File: src/rtl/mips_ctrl_pkg.sv
// Shared encodings for the multi-cycle MIPS controller and its datapath.
// Optional feature macro: MIPS_MC_CTRL_JUMP_EN adds the JUMP state.
package mips_ctrl_pkg;

   // Opcode field values (instr[31:26]) recognised by the controller.
   localparam logic [5:0] OP_RTYPE = 6'b000000;
   localparam logic [5:0] OP_LW    = 6'b100011;
   localparam logic [5:0] OP_SW    = 6'b101011;
   localparam logic [5:0] OP_BEQ   = 6'b000100;
   localparam logic [5:0] OP_ADDI  = 6'b001000;
   localparam logic [5:0] OP_J     = 6'b000010;

   // ALU decoder request.
   typedef enum logic [1:0] {
      ALU_ADD   = 2'd0,
      ALU_SUB   = 2'd1,
      ALU_FUNCT = 2'd2
   } alu_op_t;

   // ALU B operand mux.
   typedef enum logic [1:0] {
      SRCB_REG     = 2'd0,
      SRCB_FOUR    = 2'd1,
      SRCB_IMM     = 2'd2,
      SRCB_IMM_SH2 = 2'd3
   } alu_src_b_t;

   // PC source mux.
   typedef enum logic [1:0] {
      PCSRC_ALU    = 2'd0,
      PCSRC_ALUOUT = 2'd1,
      PCSRC_JUMP   = 2'd2
   } pc_src_t;

   // Controller states; JUMP only exists when the jump feature is built in.
   typedef enum logic [3:0] {
      S_IDLE    = 4'd0,
      S_FETCH   = 4'd1,
      S_DECODE  = 4'd2,
      S_MEMADR  = 4'd3,
      S_MEMRD   = 4'd4,
      S_MEMWB   = 4'd5,
      S_MEMWR   = 4'd6,
      S_EXEC    = 4'd7,
      S_ALUWB   = 4'd8,
      S_BRANCH  = 4'd9,
      S_ADDIEX  = 4'd10,
      S_ADDIWB  = 4'd11,
      S_ILLEGAL = 4'd12
`ifdef MIPS_MC_CTRL_JUMP_EN
      ,
      S_JUMP    = 4'd13
`endif
   } state_t;

   // Complete control word driven towards the datapath.
   typedef struct packed {
      logic       pc_write;
      logic       pc_write_cond;
      logic       iord;
      logic       mem_read;
      logic       mem_write;
      logic       ir_write;
      logic       mem_to_reg;
      logic       reg_dst;
      logic       reg_write;
      logic       alu_src_a;
      alu_src_b_t alu_src_b;
      alu_op_t    alu_op;
      pc_src_t    pc_src;
      logic       illegal_op;
   } ctrl_t;

endpackage

File: src/rtl/mips_mc_ctrl_if.sv
// Control/status bundle between the multi-cycle controller (master) and
// the datapath (slave).
interface mips_mc_ctrl_if;

   logic [5:0] opcode;
   logic       zero;
   logic       mem_ready;

   logic       pc_write;
   logic       pc_write_cond;
   logic       iord;
   logic       mem_read;
   logic       mem_write;
   logic       ir_write;
   logic       mem_to_reg;
   logic       reg_dst;
   logic       reg_write;
   logic       alu_src_a;
   logic [1:0] alu_src_b;
   logic [1:0] alu_op;
   logic [1:0] pc_src;
   logic       illegal_op;

   modport master (
      input  opcode, zero, mem_ready,
      output pc_write, pc_write_cond, iord, mem_read, mem_write, ir_write,
             mem_to_reg, reg_dst, reg_write, alu_src_a, alu_src_b, alu_op,
             pc_src, illegal_op
   );

   modport slave (
      output opcode, zero, mem_ready,
      input  pc_write, pc_write_cond, iord, mem_read, mem_write, ir_write,
             mem_to_reg, reg_dst, reg_write, alu_src_a, alu_src_b, alu_op,
             pc_src, illegal_op
   );

endinterface

File: src/rtl/mips_mc_ctrl_outdec.sv
// State-to-control-word decode for the multi-cycle MIPS controller.
// Purely combinational; mem_ready only qualifies ir_write/pc_write in FETCH.
// Optional feature macro: MIPS_MC_CTRL_JUMP_EN decodes the JUMP state.
module mips_mc_ctrl_outdec
   import mips_ctrl_pkg::*;
(
   input  state_t state,
   input  logic   mem_ready,
   output ctrl_t  ctrl
);

   // Decode the control word for the current state.
   always_comb begin
      // NOTE: every field gets a default before the case so no path can
      // leave a field unassigned, which would otherwise infer a latch.
      ctrl = '0;
      case (state)
         S_FETCH: begin
            ctrl.mem_read  = 1'b1;
            ctrl.alu_src_b = SRCB_FOUR;
            ctrl.ir_write  = mem_ready;
            ctrl.pc_write  = mem_ready;
         end
         S_DECODE: begin
            ctrl.alu_src_b = SRCB_IMM_SH2;
         end
         S_MEMADR: begin
            ctrl.alu_src_a = 1'b1;
            ctrl.alu_src_b = SRCB_IMM;
         end
         S_MEMRD: begin
            ctrl.mem_read = 1'b1;
            ctrl.iord     = 1'b1;
         end
         S_MEMWB: begin
            ctrl.reg_write  = 1'b1;
            ctrl.mem_to_reg = 1'b1;
         end
         S_MEMWR: begin
            ctrl.mem_write = 1'b1;
            ctrl.iord      = 1'b1;
         end
         S_EXEC: begin
            ctrl.alu_src_a = 1'b1;
            ctrl.alu_op    = ALU_FUNCT;
         end
         S_ALUWB: begin
            ctrl.reg_write = 1'b1;
            ctrl.reg_dst   = 1'b1;
         end
         S_BRANCH: begin
            ctrl.alu_src_a     = 1'b1;
            ctrl.alu_op        = ALU_SUB;
            ctrl.pc_src        = PCSRC_ALUOUT;
            ctrl.pc_write_cond = 1'b1;
         end
         S_ADDIEX: begin
            ctrl.alu_src_a = 1'b1;
            ctrl.alu_src_b = SRCB_IMM;
         end
         S_ADDIWB: begin
            ctrl.reg_write = 1'b1;
         end
`ifdef MIPS_MC_CTRL_JUMP_EN
         S_JUMP: begin
            ctrl.pc_write = 1'b1;
            ctrl.pc_src   = PCSRC_JUMP;
         end
`endif
         S_ILLEGAL: begin
            ctrl.illegal_op = 1'b1;
         end
         default: ;
      endcase
   end

endmodule

File: src/rtl/mips_mc_ctrl.sv
// Multi-cycle MIPS control unit: Moore FSM sequencing the shared datapath.
// Holds the state register and next-state logic; output decode lives in
// mips_mc_ctrl_outdec.
// Optional feature macro: MIPS_MC_CTRL_JUMP_EN enables the j instruction.
module mips_mc_ctrl
   import mips_ctrl_pkg::*;
(
   input  logic           clk,
   input  logic           reset,
   mips_mc_ctrl_if.master bus
);

   state_t state;
   state_t next_state;
   ctrl_t  ctrl;

   // State register; reset forces IDLE immediately, independent of clk.
   always_ff @(posedge clk or posedge reset) begin
      // NOTE: sequential state uses non-blocking assignment so every flop
      // samples pre-edge values regardless of process ordering.
      if (reset) state <= S_IDLE;
      else       state <= next_state;
   end

   // Next-state: memory states hold until mem_ready, DECODE dispatches.
   always_comb begin
      next_state = state;
      case (state)
         S_IDLE:   next_state = S_FETCH;
         S_FETCH:  if (bus.mem_ready) next_state = S_DECODE;
         S_DECODE: begin
            case (bus.opcode)
               OP_LW, OP_SW: next_state = S_MEMADR;
               OP_RTYPE:     next_state = S_EXEC;
               OP_BEQ:       next_state = S_BRANCH;
               OP_ADDI:      next_state = S_ADDIEX;
`ifdef MIPS_MC_CTRL_JUMP_EN
               OP_J:         next_state = S_JUMP;
`endif
               default:      next_state = S_ILLEGAL;
            endcase
         end
         S_MEMADR: next_state = (bus.opcode == OP_LW) ? S_MEMRD : S_MEMWR;
         S_MEMRD:  if (bus.mem_ready) next_state = S_MEMWB;
         S_MEMWB:  next_state = S_FETCH;
         S_MEMWR:  if (bus.mem_ready) next_state = S_FETCH;
         S_EXEC:   next_state = S_ALUWB;
         S_ALUWB:  next_state = S_FETCH;
         S_BRANCH: next_state = S_FETCH;
         S_ADDIEX: next_state = S_ADDIWB;
         S_ADDIWB: next_state = S_FETCH;
`ifdef MIPS_MC_CTRL_JUMP_EN
         S_JUMP:   next_state = S_FETCH;
`endif
         S_ILLEGAL: next_state = S_FETCH;
         default:  next_state = S_IDLE;
      endcase
   end

   mips_mc_ctrl_outdec u_outdec (
      .state     (state),
      .mem_ready (bus.mem_ready),
      .ctrl      (ctrl)
   );

   assign bus.pc_write      = ctrl.pc_write;
   assign bus.pc_write_cond = ctrl.pc_write_cond;
   assign bus.iord          = ctrl.iord;
   assign bus.mem_read      = ctrl.mem_read;
   assign bus.mem_write     = ctrl.mem_write;
   assign bus.ir_write      = ctrl.ir_write;
   assign bus.mem_to_reg    = ctrl.mem_to_reg;
   assign bus.reg_dst       = ctrl.reg_dst;
   assign bus.reg_write     = ctrl.reg_write;
   assign bus.alu_src_a     = ctrl.alu_src_a;
   assign bus.alu_src_b     = ctrl.alu_src_b;
   assign bus.alu_op        = ctrl.alu_op;
   assign bus.pc_src        = ctrl.pc_src;
   assign bus.illegal_op    = ctrl.illegal_op;

endmodule
File: src/flat_wrapper.sv
// flat-port wrapper written by rule: the top's interface ports become plain ports
module mips_mc_ctrl_flat import mips_ctrl_pkg::*;
  (clk, reset, bus_opcode, bus_zero, bus_mem_ready, bus_pc_write, bus_pc_write_cond, bus_iord, bus_mem_read, bus_mem_write, bus_ir_write, bus_mem_to_reg, bus_reg_dst, bus_reg_write, bus_alu_src_a, bus_alu_src_b, bus_alu_op, bus_pc_src, bus_illegal_op);
  mips_mc_ctrl_if bus_i ();
  input  logic clk;
  input  logic reset;
  input wire logic [$bits(bus_i.opcode)-1:0] bus_opcode;
  input wire logic [$bits(bus_i.zero)-1:0] bus_zero;
  input wire logic [$bits(bus_i.mem_ready)-1:0] bus_mem_ready;
  output wire logic [$bits(bus_i.pc_write)-1:0] bus_pc_write;
  output wire logic [$bits(bus_i.pc_write_cond)-1:0] bus_pc_write_cond;
  output wire logic [$bits(bus_i.iord)-1:0] bus_iord;
  output wire logic [$bits(bus_i.mem_read)-1:0] bus_mem_read;
  output wire logic [$bits(bus_i.mem_write)-1:0] bus_mem_write;
  output wire logic [$bits(bus_i.ir_write)-1:0] bus_ir_write;
  output wire logic [$bits(bus_i.mem_to_reg)-1:0] bus_mem_to_reg;
  output wire logic [$bits(bus_i.reg_dst)-1:0] bus_reg_dst;
  output wire logic [$bits(bus_i.reg_write)-1:0] bus_reg_write;
  output wire logic [$bits(bus_i.alu_src_a)-1:0] bus_alu_src_a;
  output wire logic [$bits(bus_i.alu_src_b)-1:0] bus_alu_src_b;
  output wire logic [$bits(bus_i.alu_op)-1:0] bus_alu_op;
  output wire logic [$bits(bus_i.pc_src)-1:0] bus_pc_src;
  output wire logic [$bits(bus_i.illegal_op)-1:0] bus_illegal_op;
  assign bus_i.opcode = bus_opcode;
  assign bus_i.zero = bus_zero;
  assign bus_i.mem_ready = bus_mem_ready;
  assign bus_pc_write = bus_i.pc_write;
  assign bus_pc_write_cond = bus_i.pc_write_cond;
  assign bus_iord = bus_i.iord;
  assign bus_mem_read = bus_i.mem_read;
  assign bus_mem_write = bus_i.mem_write;
  assign bus_ir_write = bus_i.ir_write;
  assign bus_mem_to_reg = bus_i.mem_to_reg;
  assign bus_reg_dst = bus_i.reg_dst;
  assign bus_reg_write = bus_i.reg_write;
  assign bus_alu_src_a = bus_i.alu_src_a;
  assign bus_alu_src_b = bus_i.alu_src_b;
  assign bus_alu_op = bus_i.alu_op;
  assign bus_pc_src = bus_i.pc_src;
  assign bus_illegal_op = bus_i.illegal_op;
  mips_mc_ctrl u_core (.clk(clk), .reset(reset), .bus(bus_i));
endmodule
File: config.mk
export PLATFORM = sky130hd
export DESIGN_NAME = mips_mc_ctrl_flat
export DESIGN_NICKNAME = d
export VERILOG_FILES = /design/src/rtl/mips_ctrl_pkg.sv /design/src/rtl/mips_mc_ctrl_if.sv /design/src/rtl/mips_mc_ctrl_outdec.sv /design/src/rtl/mips_mc_ctrl.sv /design/src/flat_wrapper.sv
export SDC_FILE = /design/constraint.sdc
export NUM_CORES = 1
export LEC_CHECK = 0
export CORE_AREA = 2 2 39 41
export CTS_CLUSTER_SIZE = 30
export DETAILED_ROUTE_END_ITERATION = 16
export DIE_AREA = 0 0 41 43
export PLACE_DENSITY = 0.88
export SLEW_MARGIN = 40
export SYNTH_ARGS = -nofsm -noshare
export SYNTH_HDL_FRONTEND = slang
export SYNTH_SLANG_ARGS = --single-unit
export TNS_END_PERCENT = 5
File: constraint.sdc
create_clock -name clk -period 3.23 [get_ports clk]
set_input_delay 0.8075 -clock clk [delete_from_list [all_inputs] [get_ports clk]]
set_output_delay 0.8075 -clock clk [all_outputs]
set_load 0.02 [all_outputs]
==> flow_summary.json, run 1 <==
{
  "numClockSinks": 4,
  "holdCritPathClass": "reg2reg",
  "synth_edf_count": 0,
  "dp_hpwl_um": 986,
  "reg_top3": "u_core.state: 4 flops",
  "post-route-min-period_ps": 2890,
  "synth_area_leaders": "dfrtp_1, nor3_1, xnor2_1",
  "instances_no_fill": 110,
  "arrival_ps": 2080,
  "num-nets-final": 106,
  "dieArea_um2": 1760,
  "port_buffers": 24,
  "grtUsageMet2": 0.244,
  "worst_slack_ps": 342,
  "skew_ps": 0.431,
  "critPathMaxStageDelay_ps": 700,
  "use_met3": 0.0314,
  "yosys.area.top_type": "dfrtp_1",
  "grt_pass1_vias": 479,
  "die_h_um": 43,
  "finalSetupTns_ps": 0,
  "synth.distinct_cells": 34,
  "clk_pin_slew_ps": 40,
  "drc": 0,
  "r2r_start": "u_core.state[2]",
  "first_iter_violations": 7,
  "placed_cells": 107,
  "antenna_found_initial": 0,
  "yosysMostFrequentCell": "nor3_1",
  "period_share": 0.894,
  "core_um2": 1380,
  "yosys-top-cells-count": "nor3_1, nand2_1, buf_2, nor2_1",
  "ys_seq_area_frac": 0.185,
  "maxCapViolCount": 0,
  "ir_drop_mv": 0.308,
  "holdCritStartpoint": "u_core.state[3]",
  "worst_skew_pair.late_latency_ps": 230,
  "area_growth_pct": 42.0,
  "h-tree-depth": 1,
  "grt_pass1_wl_mm": 1.97,
  "endpoint_kind": "output pin",
  "initial_core_util": 0.392,
  "startpoint": "u_core.state[2]",
  "reg2reg_depth": 4,
  "power_leakage_nw": 0.326,
  "routed_wl_mm": 1.24,
  "wl_per_cell_um": 11.3,
  "drive_gt1_frac": 0.0851,
  "met1_usage": 0.219,
  "critPathKind": "reg2out",
  "yosys.area.top_type_share": 0.185,
  "slowest_stage": "dfrtp_1",
  "synth.avg_cell_area_um2": 7.22,
  "vias_per_cell": 5.19,
  "finalHoldViolCount": 0,
  "io_pins": 27,
  "path_cells": "nor3b_1, and2_1, clkdlybuf4s50_1",
  "cts-buffers-inserted": 3,
  "syn-num-nets": 85,
  "grt_busiest_layer": "met2",
  "yosys_warnings": 0,
  "row_count": 14,
  "synth-seq-cells": 4,
  "vias": 571,
  "largest_register_ffs": 4,
  "cp_max_fo": 20,
  "status": "finished clean",
  "grt_max_degree": 21,
  "die_w_um": 41,
  "synthFlopType": "dfrtp_1",
  "regMostFlops": "u_core.state",
  "start_kind": "register",
  "cts_tree": "yes",
  "first_pass_iters": 4,
  "crit_required_ps": 2420,
  "post-place-ws_ps": 73.4,
  "netlist_instances": 75,
  "cts_resized": 0,
  "antenna_cells": 0,
  "place_congestion": 0.838,
  "fillers": 136,
  "fmaxAchievable_ghz": 0.346,
  "slew_headroom": 0.616,
  "ant_nets": 0,
  "rsz0062_at_grt": "no",
  "cts_hold_buffers": 0,
  "powerDensity_nw_per_um2": 885,
  "synthArstFlopShare": 1.00,
  "track_usage": 0.162,
  "final_max_slew_viol_count": 0,
  "worst_slew_pin_slew_ps": 577,
  "hold_path_depth": 1,
  "synthesis.area_um2": 542,
  "cts_setup_buffers": 0,
  "overflow": 0,
  "clock_path_buffers": 2,
  "cts_root_buf": "clkbuf_4",
  "finalSetupViolations": 0
}
path summary, 6_finish.rpt:
kind                       slack (ps)              end
max                               340    bus_mem_write
min                               700  u_core.state[2]
max reg2reg                      1630  u_core.state[1]
min reg2reg                       700  u_core.state[2]
max in group asynchronous        2330  u_core.state[3]
min in group asynchronous         760  u_core.state[2]
power by group:
group          internal, W  total (W)  switching [W]  leakage [nW]
sequential       0.0000716   0.000131      0.0000594        0.0505
combinational     0.000244   0.000489       0.000245         0.262
clock            0.0000415  0.0000614      0.0000198        0.0138
total             0.000357   0.000681       0.000324         0.326
cell families after synthesis:
group	count (synthesis)	synth area share
buffers and inverters	13	0.159
other	1	0.00692
AND/OR/NAND/NOR	36	0.374
XOR/XNOR	4	0.0647
AO/OA/AOI/OAI	17	0.210
flip-flops	4	0.185
layer usage:
layer | routed length, um | vias to the layer above | part of all wire
met3 | 52 | 0 | 0.042
li1 | - | 298 | -
met2 | 655 | 16 | 0.53
met5 | 0 | - | 0
met1 | 532 | 257 | 0.43
met4 | 0 | 0 | 0
layout by cell type (no fill, tap or decap), drive strengths merged, types with 2 or more instances in the layout:
cell type      synthesis  routed
clkdlybuf4s50          0      22
nor3                   9       9
nand2                  6       6
nor2                   5       5
a21oi                  5       5
xnor2                  4       4
dfrtp                  4       4
inv                    3       3
clkbuf                 0       3
o21ai                  3       3
nor3b                  2       2
or3                    2       2
nand2b                 2       2
o22ai                  2       2
o211ai                 2       2
dlymetal6s2s           0       2
buf                   10       2
worst max-delay path, delay by kind of cell (launching register included):
| kind | cells | cell delay, ps |
|---|---|---|
| flops | 1 | 700 |
| simple gates | 2 | 560 |
| buf+inv | 1 | 590 |
through the flow:
| step | hold slack, ps | cell area [um2] | power, W | util |
|---|---|---|---|---|
| floorplan | 574 | 542 | 0.000479 | - |
| global placement | 691 | 742 | 0.000614 | 0.536 |
| detailed placement | 694 | 742 | 0.000624 | 0.536 |
| CTS | 702 | 764 | 0.000688 | 0.552 |
| global route | 745 | 769 | 0.000732 | 0.556 |
| finish | 696 | 769 | 0.000681 | 0.556 |
final cells by class:
cell class                 count  area [um2]  share of cell area
sequential                     4         100               0.130
timing repair buffer          26         260               0.338
inverter                       3        11.3              0.0146
tap                           16        20.0              0.0260
clock buffer                   3        22.5              0.0293
multi-input combinational     58         355               0.462
Note: power is estimated with default switching activity, not from simulation.
==> run 2: changes to the inputs <==
- SLEW_MARGIN: 40 -> unset
==> results of run 2 <==
The final DEF is identical to that of run 1; final timing and power are the same.
